--- config.mk ---
export PLATFORM = sky130hd
export DESIGN_NAME = popcount_stream
export DESIGN_NICKNAME = d
export VERILOG_FILES = /design/src/rtl/popcount_pkg.sv /design/src/rtl/adder_nbit_cout.sv /design/src/rtl/popcount_tree_level.sv /design/src/rtl/popcount_stream.sv
export SDC_FILE = /design/constraint.sdc
export NUM_CORES = 1
export LEC_CHECK = 0
export CAP_MARGIN = 20
export CORE_MARGIN = 3
export CORE_UTILIZATION = 30
export CTS_BUF_LIST = sky130_fd_sc_hd__clkbuf_8 sky130_fd_sc_hd__clkbuf_16
export DETAILED_ROUTE_END_ITERATION = 16
export SETUP_SLACK_MARGIN = 0.2
export SLEW_MARGIN = 20
export SYNTH_ARGS = -nofsm -noshare
export SYNTH_HDL_FRONTEND = slang
export SYNTH_SLANG_ARGS = --single-unit
export TNS_END_PERCENT = 20
--- constraint.sdc ---
create_clock -name clk -period 4.3 [get_ports clk]
set_input_delay 0.86 -clock clk [delete_from_list [all_inputs] [get_ports clk]]
set_output_delay 0.86 -clock clk [all_outputs]
set_load 0.05 [all_outputs]
--- src/rtl/popcount_pkg.sv ---
// popcount_pkg
//   Shared definitions for the streaming popcount engine:
//   - clog2 / cnt_width helpers used to size the adder tree and the count
//   - mode encodings carried alongside each word
//   - tag_t: the {valid, mode, last} bundle that travels with the data
package popcount_pkg;

    localparam logic MODE_WORD = 1'b0;  // emit each word's own count
    localparam logic MODE_ACC  = 1'b1;  // sum counts across a packet

    typedef struct packed {
        logic valid;
        logic mode;
        logic last;
    } tag_t;

    // Ceiling log2 for elaboration-time sizing (value >= 1).
    function automatic int clog2(input int value);
        int r;
        r = 0;
        for (int i = 0; i < 31; i++) begin
            if ((1 << i) < value) begin
                r = i + 1;
            end
        end
        return r;
    endfunction

    // Width of a single-word count: must hold the value WIDTH itself.
    function automatic int cnt_width(input int width);
        return clog2(width) + 1;
    endfunction

endpackage

--- src/rtl/adder_nbit_cout.sv ---
// adder_nbit_cout
//   N-bit unsigned adder with carry out.
//   Ports:
//     i_a, i_b : N-bit operands
//     o_sum    : N-bit sum
//     o_cout   : carry out of the top bit
module adder_nbit_cout #(
    parameter int N = 1
) (
    input  logic [N-1:0] i_a,
    input  logic [N-1:0] i_b,
    output logic [N-1:0] o_sum,
    output logic         o_cout
);

    assign {o_cout, o_sum} = {1'b0, i_a} + {1'b0, i_b};

endmodule

--- src/rtl/popcount_tree_level.sv ---
// popcount_tree_level
//   One registered level of the popcount adder tree. Adds adjacent IN_W-bit
//   partials pairwise into (IN_W+1)-bit partials and registers the result
//   together with the word's tag.
//   Ports:
//     clk, rst : clock, synchronous active-high reset (clears data and tag)
//     i_en     : global advance enable; when low the level holds, bubbles too
//     i_data   : IN_N partials of IN_W bits, partial 0 in the LSBs
//     i_tag    : {valid, mode, last} of the word in i_data
//     o_data   : IN_N/2 partials of IN_W+1 bits (registered)
//     o_tag    : registered tag
module popcount_tree_level
    import popcount_pkg::*;
#(
    parameter int IN_N = 8,
    parameter int IN_W = 1
) (
    input  logic                              clk,
    input  logic                              rst,
    input  logic                              i_en,
    input  logic [IN_N*IN_W-1:0]              i_data,
    input  tag_t                              i_tag,
    output logic [(IN_N/2)*(IN_W+1)-1:0]      o_data,
    output tag_t                              o_tag
);

    localparam int OUT_N = IN_N / 2;
    localparam int OUT_W = IN_W + 1;

    logic [OUT_N*OUT_W-1:0] w_sum;
    logic [OUT_N*OUT_W-1:0] r_data;
    tag_t                   r_tag;

    for (genvar j = 0; j < OUT_N; j++) begin : g_pair
        logic [IN_W-1:0] w_low;
        logic            w_cout;

        adder_nbit_cout #(.N(IN_W)) u_add (
            .i_a    (i_data[(2*j)*IN_W +: IN_W]),
            .i_b    (i_data[(2*j+1)*IN_W +: IN_W]),
            .o_sum  (w_low),
            .o_cout (w_cout)
        );

        assign w_sum[j*OUT_W +: OUT_W] = {w_cout, w_low};
    end

    always_ff @(posedge clk) begin
        if (rst) begin
            r_data <= '0;
            r_tag  <= '0;
        end else if (i_en) begin
            r_data <= w_sum;
            r_tag  <= i_tag;
        end
    end

    assign o_data = r_data;
    assign o_tag  = r_tag;

endmodule

--- src/rtl/popcount_stream.sv ---
// popcount_stream
//   Streaming, pipelined popcount engine. One WIDTH-bit word per cycle is
//   reduced through clog2(WIDTH) registered adder levels followed by one
//   output register (latency clog2(WIDTH)+1 cycles).
//   Per-word mode emits each word's count; accumulate mode sums counts over a
//   packet (saturating at 2^ACC_W-1) and emits one total on the last word.
//   Ports:
//     clk, rst            : clock, synchronous active-high reset
//     in_valid/in_ready   : input handshake, word accepted on valid & ready
//     in_data             : word to count
//     in_mode             : 0 per-word, 1 accumulate (travels with the word)
//     in_last             : end of packet, only meaningful in accumulate mode
//     out_valid/out_ready : result handshake, consumed on valid & ready
//     out_count           : result, zero-extended to ACC_W
//     out_sat             : accumulated total saturated
//
//   Handshake: a transfer happens on a rising edge where valid & ready are
//   both high. out_valid/out_count/out_sat hold while out_valid & !out_ready.
//   The whole pipeline shares one advance enable en = !out_valid | out_ready,
//   and in_ready is exactly en, so when the sink stalls every stage (bubbles
//   included) holds and no word is accepted.
module popcount_stream
    import popcount_pkg::*;
#(
    parameter int WIDTH = 8,
    parameter int ACC_W = 16
) (
    input  logic             clk,
    input  logic             rst,
    input  logic             in_valid,
    output logic             in_ready,
    input  logic [WIDTH-1:0] in_data,
    input  logic             in_mode,
    input  logic             in_last,
    output logic             out_valid,
    input  logic             out_ready,
    output logic [ACC_W-1:0] out_count,
    output logic             out_sat
);

    localparam int CNT_W = cnt_width(WIDTH);
    localparam int L     = clog2(WIDTH);

    // Bit offset of tree level k's input inside the flat w_bus. Level k
    // input holds (WIDTH >> k) partials of (k+1) bits; level L "input" is
    // the final CNT_W-bit count.
    function automatic int lvl_off(input int k);
        int o;
        o = 0;
        for (int j = 0; j < k; j++) begin
            o += (WIDTH >> j) * (j + 1);
        end
        return o;
    endfunction

    localparam int BUS_W = lvl_off(L + 1);

    logic             w_en;
    logic [BUS_W-1:0] w_bus;
    tag_t             w_tag [0:L];
    tag_t             w_tail_tag;
    logic [CNT_W-1:0] w_cnt;
    logic [ACC_W-1:0] w_cnt_ext;
    logic [ACC_W:0]   w_acc_sum;
    logic             w_acc_ovf;
    logic [ACC_W-1:0] w_acc_next;

    logic             r_out_valid;
    logic [ACC_W-1:0] r_out_count;
    logic             r_out_sat;
    logic [ACC_W-1:0] r_acc;
    logic             r_sat;

    assign w_en     = !r_out_valid || out_ready;
    assign in_ready = w_en;

    assign w_bus[lvl_off(0) +: WIDTH] = in_data;
    assign w_tag[0] = '{valid: in_valid, mode: in_mode, last: in_last};

    for (genvar k = 0; k < L; k++) begin : g_lvl
        localparam int IN_N    = WIDTH >> k;
        localparam int IN_W    = k + 1;
        localparam int OUT_BIT = (IN_N / 2) * (IN_W + 1);

        popcount_tree_level #(
            .IN_N (IN_N),
            .IN_W (IN_W)
        ) u_level (
            .clk    (clk),
            .rst    (rst),
            .i_en   (w_en),
            .i_data (w_bus[lvl_off(k) +: IN_N*IN_W]),
            .i_tag  (w_tag[k]),
            .o_data (w_bus[lvl_off(k+1) +: OUT_BIT]),
            .o_tag  (w_tag[k+1])
        );
    end

    assign w_tail_tag = w_tag[L];
    assign w_cnt      = w_bus[lvl_off(L) +: CNT_W];
    assign w_cnt_ext  = ACC_W'(w_cnt);

    // One extra bit catches the overflow; the add then clamps to all-ones.
    assign w_acc_sum  = {1'b0, r_acc} + {1'b0, w_cnt_ext};
    assign w_acc_ovf  = w_acc_sum[ACC_W];
    assign w_acc_next = w_acc_ovf ? {ACC_W{1'b1}} : w_acc_sum[ACC_W-1:0];

    // Output register and accumulator. Both only move when the tree tail
    // advances (w_en) carrying a valid word; bubbles just clear out_valid.
    always_ff @(posedge clk) begin
        if (rst) begin
            r_out_valid <= 1'b0;
            r_out_count <= '0;
            r_out_sat   <= 1'b0;
            r_acc       <= '0;
            r_sat       <= 1'b0;
        end else if (w_en) begin
            r_out_valid <= 1'b0;
            if (w_tail_tag.valid) begin
                if (w_tail_tag.mode == MODE_WORD) begin
                    r_out_valid <= 1'b1;
                    r_out_count <= w_cnt_ext;
                    r_out_sat   <= 1'b0;
                end else if (w_tail_tag.mode == MODE_ACC) begin
                    if (w_tail_tag.last) begin
                        r_out_valid <= 1'b1;
                        r_out_count <= w_acc_next;
                        r_out_sat   <= r_sat || w_acc_ovf;
                        r_acc       <= '0;
                        r_sat       <= 1'b0;
                    end else begin
                        r_acc <= w_acc_next;
                        r_sat <= r_sat || w_acc_ovf;
                    end
                end
            end
        end
    end

    assign out_valid = r_out_valid;
    assign out_count = r_out_count;
    assign out_sat   = r_out_sat;

endmodule

## Word-level counts from Yosys, hierarchy flattened

Index checks and enable logic that the tools add are counted.
W data, S select, Z words.

| cells by class | value |
|---|---|
| div/mod/pow operators | 0 |
| bitwise operators | 0 |
| multipliers | 0 |
| equality and inequality tests | 1 |
| order comparisons | 0 |
| muxes and demuxes | 10 |
| shift-type cells | 0 |
| add/subtract/negate cells | 8 |
| reduce and logical (&&, ||, !) cells | 5 |

Operator list:

| kind | count |
|---|---|
| $mux W16 | 4 |
| $add A16 B4 Y17 | 1 |
| $add A1 B1 Y2 | 4 |
| $add A2 B2 Y3 | 2 |
| $mux W1 | 6 |
| $reduce_and A3 Y1 | 2 |
| $add A3 B3 Y4 | 1 |
| $logic_or A1 B1 Y1 | 2 |
| $ne A2 B2 Y1 const B | 1 |
| $logic_not A1 Y1 | 1 |

| word-level totals | value |
|---|---|
| logic and storage cells | 41 |
| latch bits | 0 |
| memory bits (writable) | 0 |
| memories kept | 0 |
| output and inout bits | 19 |
| input bits | 14 |
| ROM bits | 0 |
| flip-flop bits (word level) | 62 |

## Logic depth before layout (Yosys ltp)

| depth | value |
|---|---|
| depth in word-level cells | 4 |
| mapped depth | 9 |
| depth with buffers taken out | 7 |

## By module

A second synthesis with hierarchy kept.

| second synthesis, totals | value |
|---|---|
| cells, all modules | 347 |
| area, all modules | 3086.7 um2 |

By module, submodules not included:

| module | area an instance (um2) | instances | cells each | sequential area each (um2) |
|---|---|---|---|---|
| popcount_stream | 1885.6 | 1 | 231 | 700.7 |
| popcount_tree_level (g_lvl[0].u_level) | 386.6 | 1 | 35 | 220.2 |
| popcount_tree_level (g_lvl[1].u_level) | 319.1 | 1 | 29 | 180.2 |
| popcount_tree_level (g_lvl[2].u_level) | 247.7 | 1 | 22 | 140.1 |
| adder_nbit_cout (g_lvl[1].u_level.g_pair[0].u_add ...) | 51.3 | 2 | 7 | 0.0 |
| adder_nbit_cout (g_lvl[2].u_level.g_pair[0].u_add) | 95.1 | 1 | 12 | 0.0 |
| adder_nbit_cout (g_lvl[0].u_level.g_pair[0].u_add ...) | 12.5 | 4 | 1 | 0.0 |

## Worst setup path before layout

Ideal clock, no wire load.

| timing | value |
|---|---|
| kind | input-to-output |
| from | in out_ready |
| to | out in_ready |
| arrival time | 1.768 ns |
| path slack | 1.672 ns |
| data required time | 3.440 ns |
| cell stages on the path | 4 |
| path buffers | 2 |
| cells stage by stage | nor2b_1 > buf_2 > inv_2 > clkbuf_1 |

| between the ends | value |
|---|---|
| word-level cells in the longest chain between the ends | 1 |

RTL lines:

| element | RTL line | text |
|---|---|---|
| from (decl) | popcount_stream.sv:36 | `input logic out_ready,` |
| $logic_or A1 B1 Y1 | popcount_stream.sv:74 | `assign w_en = !r_out_valid \|\| out_ready;` |
| to (decl) | popcount_stream.sv:31 | `output logic in_ready,` |

No other way between the ends.

## Worst setup path in the final report

Ends and elaborated chain as after synthesis.

==> results.toml <==
[status]
outcome = "finished, final reports clean"

[detailed_routing]
vias = 2575
wl_per_cell_um = 13.6
first_pass_iters = 4
vias_per_cell = 5.00
ant_nets = 0
drtIter0Drc = 103
wl_mm = 6.99
drc = 0

[setup_path]
cp-start-kind = "input pin"
endpoint_kind = "output port"
crit-reg2reg-launch = "out_valid$_SDFFE_PP0N_"
required_ns = 3.44
r2r_cells = 7
critPathKind = "input pin to output port"
slowest_delay_ns = 0.46
slowest_stage = "clkdlybuf4s50_1"
arrival_ns = 2.32
path_max_fanout = 35
ff2ff_setup_slack_ns = 1.90
path_common_cell = "buf_4"
r2r_end = "r_acc[15]$_SDFFE_PP0P_"
cp_cell_sequence = "clkdlybuf4s50_1 -> nor2b_1 -> buf_4 -> inv_2 -> buf_4"

[clock_tree]
cts_tree = "built"
clkTransAtPathRegs_ns = 0.07
post_cts_buffers = 0
htree_levels = 3
holdBufCountCts = 0
clock_path_buffers = 2
cts.repair.resized = 0
cts_root_buf = "clkbuf_8"
clk_latency_ns = 0.34
cts_sinks = 62
cts_buffers = 9

[hold_path]
holdPathStages = 2
worstHoldStart = "g_lvl[1].u_level.o_tag[0]$_SDFFE_PP0N_"
holdPathEnd = "g_lvl[1].u_level.o_tag[0]$_SDFFE_PP0N_"
hp-class = "flop to flop"

[logic_synthesis]
ys_top_cells_by_area = "dfxtp_1, nand2_1, a21oi_1"
yosys-top-cells-count = "nand2_1, dfxtp_1, a21oi_1, nor2_1, o21ai_0"
synthSimpleGateAreaFrac_pct = 21.1
synth_warnings = 0
synth_xor_area_share_pct = 1.75
syn-cell-area_um2 = 3000
synth-compound-area-share_pct = 23.1
synth.area.mux_share_pct = 0.333
synth_top_family_by_area = "compound AO/OA/AOI/OAI gates"
yosysUniqueCellTypes = 52
synth_top_area_cell = "dfxtp_1"
postSynth.asyncResetShare_pct = 0
yosys.area_share.adder_pct = 8.09
seq_area_frac_synth_pct = 41.4
yosysMostFrequentCell = "nand2_1"
avgSynthCellArea_um2 = 8.41
synth_cells = 357
synth_nets = 388
synth_flop_cell = "dfxtp_1"
synth_top_area_share_pct = 41.4
synth_edf_count = 0
synth-seq-cells = 62

[timing]
finalWorstSetupSlack_ns = 1.12
max-slew-margin-rel_pct = 38.5
hold_viol = 0
setup_tns_ns = 0
setup_violations = 0
drv_slew = 0
max_freq_mhz = 315
fin_crit_ns = 3.18
grt_setup_unrepaired = "false"
worst_pin_slew_ns = 0.922
fin_crit_sh_pct = 73.9
fin_skew_ns = 0.00755

[global_routing]
gr-total-overflow = 0
track_usage_pct = 12.6
grt_start_max_net_pins = 36
grt_pass1_wl_mm = 11.5
antenna_found_initial = 0
grt_pass1_vias = 2420

[finish]
fill_cells = 1021
syn2layout_area_growth_pct = 20.8
multiInputGateArea_um2 = 1630
drive_above_1_share_pct = 9.07
fin_nets = 413
stdcell_count = 515
register_area_um2 = 1240
antenna_cells = 0
utilization_pct = 38.3

[placed_design]
globalplace.congestion = 0.853
post-place-ws_ns = 0.949
dp_hpwl_mm = 4.85
dpl.cell_count = 500
port_buffers = 32

[pwr]
p_leak_uw = 0.00136
p_per_area_nw_per_um2 = 343
p_total_uw = 1240
ir_drop_uv = 170

[floorplan]
die-area_um2 = 11200
pin_count = 33
die_y_um = 106
core_um2 = 9460
die-width_um = 106
placementRows = 35
start_util_pct = 31.7

[job]
max-cap-violations = 0
-- area by class of cell --
type	instances	area share, %
Clock buffer	11	4.18
Timing Repair Buffer	35	9.25
Inverter	9	0.932
Clock inverter	4	1.97
Tap cell	129	4.45
Sequential cell	62	34.2
Multi-Input combinational cell	265	45.0
-- kinds of logic after synthesis --
group	Yosys count
adder cells (fa/ha/maj)	17
multiplexers	1
AO/OA/AOI/OAI	112
flip-flops	62
AND/OR/NAND/NOR	129
XOR/XNOR	6
buffers and inverters	30
-- stage by stage --
stage / area, um2 / hold WS [ns]
after floorplan: 3000 / 0.432
after global placement: 3400 / 0.436
after detailed placement: 3400 / 0.444
after CTS: 3630 / 0.454
after global routing: 3630 / 0.469
final: 3630 / 0.451
-- worst max-delay path, delay by kind of cell --
kind,cells,cell delay (ns)
buf+inv,4,1.42
simple gates,1,0.04
-- power breakdown --
group	total, uW	internal, uW	leakage [uW]	switching [uW]
combinational	70.4	31.7	0.000746	38.7
sequential	601	590	0.000504	11.2
clock	571	353	0.000113	219
total	1240	974	0.00136	269
-- how the worst max path moves through the flow --
stage / start / endpoint / slack [ns]
floorplan: out_ready / in_ready / 1.67
global placement: out_ready / r_acc[15]$_SDFFE_PP0P_ / 1.02
detailed placement: out_ready / r_acc[15]$_SDFFE_PP0P_ / 0.95
CTS: out_ready / in_ready / 1.09
global route: out_ready / in_ready / 1.01
finish: out_ready / in_ready / 1.12
-- metal layers --
| metal | up-vias | global-route usage, % | part of all wire [%] |
|---|---|---|---|
| li1 | 1314 | - | - |
| met1 | 1186 | 15.8 | 47 |
| met2 | 66 | 20.6 | 46 |
| met3 | 9 | 4.43 | 5.5 |
| met4 | 0 | 3.79 | 1.1 |
| met5 | - | 0 | 0 |
-- state kept, by name, summed over array words and instances, names as in the netlist --
register              count
out_sat                   1
out_count                16
out_valid                 1
r_acc                    16
r_sat                     1
g_lvl.u_level.o_tag       9
g_lvl.u_level.o_data     18
-- placed cells by master (no fill, tap or decap), types with 4 or more instances in the layout --
master,n
a21oi_1,45
a31oi_1,6
xnor2_1,5
ha_1,13
a21o_1,6
buf_4,4
a22o_1,8
nand2_1,66
inv_1,9
nor2_1,20
o21ai_0,16
clkbuf_8,11
nand3_1,7
fa_1,4
nor3_1,6
nand4_1,6
o21ai_1,5
clkdlybuf4s50_1,30
dfxtp_1,62
(Power assumes the default switching activity.)
